## src/rtl/dct_pkg.sv

```systemverilog
// Shared constants and state encoding for the 8x8 DCT transpose path.
package dct_pkg;

   localparam int DW    = 24;
   localparam int N     = 8;
   localparam int DEPTH = 64;
   localparam int AW    = 6;

   typedef enum logic [1:0] {
      FILL  = 2'd0,
      PRIME = 2'd1,
      DRAIN = 2'd2
   } state_e;

endpackage

```

## src/rtl/transpose_ctrl.sv

```systemverilog
// Transpose controller: writes a block row-major into an external registered RAM,
// then reads it back column-major with a ready/valid handshake on both sides.
module transpose_ctrl
   import dct_pkg::*;
#(
   parameter int DW    = dct_pkg::DW,
   parameter int N     = dct_pkg::N,
   parameter int DEPTH = dct_pkg::DEPTH
) (
   input  logic          clk,
   input  logic          rst,
   input  logic          in_valid,
   input  logic [DW-1:0] in_data,
   output logic          in_ready,
   output logic          out_valid,
   output logic [DW-1:0] out_data,
   input  logic          out_ready,
   output logic          frame_done,
   output logic [AW-1:0] ram_addr,
   output logic [DW-1:0] ram_din,
   output logic          ram_we,
   input  logic [DW-1:0] ram_dout
);

   localparam logic [AW-1:0] LAST = AW'(DEPTH - 1);

   // Element k of the drain order sits at row k%N, column k/N of the stored block.
   function automatic logic [AW-1:0] col_major(input logic [AW-1:0] k);
      return AW'((int'(k) % N) * N + int'(k) / N);
   endfunction

   state_e        state_q, state_d;
   logic [AW-1:0] wr_cnt_q, wr_cnt_d;
   logic [AW-1:0] rd_cnt_q, rd_cnt_d;
   logic          frame_last_q, frame_last_d;
   logic [AW-1:0] rd_cnt_inc;

   assign rd_cnt_inc = rd_cnt_q + 1'b1;
   assign ram_din    = in_data;
   assign out_data   = ram_dout;

   always_comb begin
      // NOTE: every signal gets a default before the case so no path can infer a latch.
      state_d      = state_q;
      wr_cnt_d     = wr_cnt_q;
      rd_cnt_d     = rd_cnt_q;
      in_ready     = 1'b0;
      out_valid    = 1'b0;
      ram_we       = 1'b0;
      ram_addr     = wr_cnt_q;
      frame_done   = 1'b0;

      unique case (state_q)
         FILL: begin
            in_ready = 1'b1;
            if (in_valid) begin
               ram_we   = 1'b1;
               wr_cnt_d = wr_cnt_q + 1'b1;
               if (wr_cnt_q == LAST) begin
                  state_d = PRIME;
               end
            end
         end
         PRIME: begin
            ram_addr = col_major('0);
            rd_cnt_d = '0;
            state_d  = DRAIN;
         end
         DRAIN: begin
            out_valid = 1'b1;
            // Without a consume, re-read the same word so out_data stays put.
            ram_addr  = col_major(rd_cnt_q);
            if (out_ready) begin
               ram_addr = col_major(rd_cnt_inc);
               rd_cnt_d = rd_cnt_inc;
               if (frame_last_q) begin
                  frame_done = 1'b1;
                  rd_cnt_d   = '0;
                  state_d    = FILL;
               end
            end
         end
         default: begin
            state_d = FILL;
         end
      endcase

      if (rst) begin
         in_ready   = 1'b0;
         out_valid  = 1'b0;
         ram_we     = 1'b0;
         frame_done = 1'b0;
      end

      frame_last_d = (state_d == DRAIN) && (rd_cnt_d == LAST);
   end

   always_ff @(posedge clk) begin
      // NOTE: state registers use non-blocking assignments; reset is sampled on the clock edge.
      if (rst) begin
         state_q      <= FILL;
         wr_cnt_q     <= '0;
         rd_cnt_q     <= '0;
         frame_last_q <= 1'b0;
      end else begin
         state_q      <= state_d;
         wr_cnt_q     <= wr_cnt_d;
         rd_cnt_q     <= rd_cnt_d;
         frame_last_q <= frame_last_d;
      end
   end

endmodule

```

## config.mk

```make
export PLATFORM = sky130hd
export DESIGN_NAME = transpose_ctrl
export DESIGN_NICKNAME = d
export VERILOG_FILES = /design/src/rtl/dct_pkg.sv /design/src/rtl/transpose_ctrl.sv
export SDC_FILE = /design/constraint.sdc
export NUM_CORES = 1
export LEC_CHECK = 0
export CORE_ASPECT_RATIO = 0.7
export CORE_UTILIZATION = 65
export CTS_BUF_LIST = sky130_fd_sc_hd__clkbuf_2 sky130_fd_sc_hd__clkbuf_4 sky130_fd_sc_hd__clkbuf_8
export DETAILED_ROUTE_END_ITERATION = 10
export DONT_BUFFER_PORTS = 1
export PLACE_DENSITY = 0.81
export SYNTH_ARGS = -nofsm -noshare
export SYNTH_HDL_FRONTEND = slang
export SYNTH_SLANG_ARGS = --single-unit
```

## constraint.sdc

```tcl
create_clock -name clk -period 2.3 [get_ports clk]
set_input_delay 0.23 -clock clk [delete_from_list [all_inputs] [get_ports clk]]
set_output_delay 0.23 -clock clk [all_outputs]
set_load 0.02 [all_outputs]
```

==> impl_results.md <==
- Fill cell count: 180
- FFs w/ async S/R, synth: 0
- Slowest stage cell, crit path: dfxtp_1
- Max incr delay on CP: 0.44 ns
- Ranking of synthesized cells by area: buf_4 (26%), dfxtp_1 (22%), ha_1 (5.5%)
- ANT cells: 0
- Reg2Reg Depth: 6
- Leak: ~0.00038 uW
- Post-synthesis cell count: 172
- Synth Cell Area: 1364 um2
- HPWL after DPL: roughly 2400 um
- Dpl ws: 0.2629 ns
- CTS tree: yes
- Most frequent standard cell in the layout excluding fill and tap cells: dfxtp_1
- Crit path max fanout: 6
- Synth warn: 0
- Relative slew slack: 0.6517
- Clock buffer depth: 2
- Synthesized Nets: between 200 and 250
- Via count: 998
- Syn_area_per_cell: about 7.9 um2
- PwrDens: 430.4 nW/um2
- Pre-antenna DRT Iters: 7
- Pins Over Slew Limit: 0
- Hold depth: 2
- Final hold violations: 0
- CP endpoint kind: output port
- Least-Margin Pin Slew: between 0.5 and 0.6 ns
- Clock Sinks: 15
- Remaining DRCs: 14
- EDFF count, synth: 0
- Core Area: around 1900 um2
- Initial antenna violation count: 0
- Starting DRT DRC Count: 73
- P&R area growth vs syn: -20.92%
- Die Span Y: 40.33 um
- Most used DFF post-synth: dfxtp_1
- ANT nets after route: 0
- WP depth: 4
- Status: finished with violations
- Vias in the first global route: roughly 910
- Final min period: 2.160 ns
- Synth top area share: 0.2642
- Tcrit/Tclk final: 0.9392
- Synth unique cells: 41
- Post_cts resized: 0
- Crit Path Class: register to output port
- Tot GR Track Use: 0.2680
- Row cnt: 13
- GPL Wtd Cong: 0.8481
- Die area: 2288 um2
- CP Launch Type: register
- Max Cap Viol: 0
- Vias per inst: between 6 and 7
- H-tree depth: 1
- Reg clk slew, reported paths: 0.10 ns
- Yosys reg bits: 15
- Setup ws final: between 0.1 and 0.15 ns
- CP delay by family, top: simple AND/OR/NAND/NOR gates
- RSZ-0062 raised after global routing: false
- Failing checks: design-rule violations
- Grt total ovfl: 0
- Required @ worst endpoint: 2.07 ns
- CP Cell Sequence: nand4_1 -> or2_1 -> xor2_1 -> o22ai_1
- Sum Neg Setup Slack: 0 ns
- Largest net degree at the start of global routing: 14
- Min-Delay Path Class: input pin to register
- F_max: 462.9 MHz
- Final #Nets: 188
- Register area share after synthesis: 0.2202
- Area leader, netlist: buf_4
- Fraction of layout cells with a size suffix above 1: 0.1163
- WL/cell: 19.86 um
- First-pass GRT wire length: approximately 4400 um
- Max IR drop VDD: between 200 and 250 uV
- Arrival @ worst endpoint: 1.93 ns
- # setup viols final: 0
- Die Wd: roughly 57 um
- Root Buffer: clkbuf_4
- Buffers on Ports: 0
- WL final: about 3000 um
- Clock skew: 0.008331 ns
- I/O pin count: 110
- Cts bufs inserted: 3
- Starting density of the core: 0.7106
- Worst path bufs/invs: 0
- Clock latency on the worst-skew pair: slightly above 0.3 ns
- Commonest cells after routing, fill and taps aside: dfxtp_1 (15), inv_1 (9), nand2_1 (9), o21ai_0 (9)
## cells by family (layout without fill, tap and decap cells)
| group | after synthesis | count (layout) | synth area share |
|---|---|---|---|
| buffers and inverters | 63 | 20 | 0.3119 |
| adder cells (fa/ha/maj) | 6 | 6 | 0.05504 |
| XOR/XNOR | 7 | 7 | 0.04496 |
| AO/OA/AOI/OAI | 33 | 33 | 0.1569 |
| AND/OR/NAND/NOR | 47 | 47 | 0.2037 |
| multiplexers | 1 | 1 | 0.007340 |
| flip-flops | 15 | 15 | 0.2202 |
## stage by stage
stage,total power (uW),hold WS (ns),utilization,cells,cell area (um2)
floorplan,423.2,0.3900,-,172,1364
global placement,300.8,0.3003,0.5424,146,1041
detailed placement,301.2,0.3021,0.5424,146,1041
CTS,469.5,0.07124,0.5619,151,1079
global route,485.5,0.07080,0.5619,151,1079
finish,464.2,0.07802,0.5619,151,1079
## worst register-to-register path, stage by stage (launching register included)
cell      delay, ns
dfxtp_1        0.35
inv_1          0.10
ha_1           0.42
nand2_4        0.09
or4b_4         0.52
a222oi_1       0.30
and4b_1        0.23
## layer usage
metal  track usage  part of all wire
met1        0.2994              0.39
met2        0.4375              0.44
met3        0.1387              0.15
met4        0.1341             0.017
met5             0                 0
## where the power goes
group	switching, uW	internal, uW	leakage, uW
combinational	20.4	13.1	0.000238
sequential	3.35	263	0.000121
clock	99.0	65.1	0.0000177
total	123	341	0.000377
## final timing paths
path / slack [ns] / to / start
worst max-delay path: 0.14 / ram_addr[2] / rd_cnt_q[2]
worst min-delay path: 0.08 / wr_cnt_q[1] / in_valid
worst max register to register: 0.25 / frame_last_q / state_q[0]
worst min register to register: 0.50 / wr_cnt_q[1] / wr_cnt_q[1]
## flip-flops by register name, indices dropped and copies added, names as in the netlist
name,cells
state_q,2
rd_cnt_q,6
wr_cnt_q,6
frame_last_q,1
## synthesized netlist by cell type (all sizes together), types with 3 or more instances
cell / count
ha: 6
a21oi: 7
nand4: 4
inv: 10
buf: 50
dfxtp: 15
clkbuf: 3
a32oi: 4
nand2: 10
xnor2: 6
o22ai: 3
o21ai: 9
or4: 3
nand3: 6
nor2: 7
## cell type report
| class | instances | area [um2] | share of cell area |
|---|---|---|---|
| tap | 22 | 27.53 | 0.02552 |
| clock inverter | 1 | 5.005 | 0.004640 |
| clock buffer | 3 | 22.52 | 0.02088 |
| multi-input combinational | 94 | 638.1 | 0.5916 |
| timing repair buffer | 6 | 47.55 | 0.04408 |
| inverter | 10 | 37.54 | 0.03480 |
| sequential | 15 | 300.3 | 0.2784 |
## timing repair
item / 4_1_cts / 5_1_grt
endpoints found under the hold margin: 13 / 0
hold buffers: 1 / 0
buffers inserted: 0 / 0
Note: power is estimated with default switching activity, not from simulation.
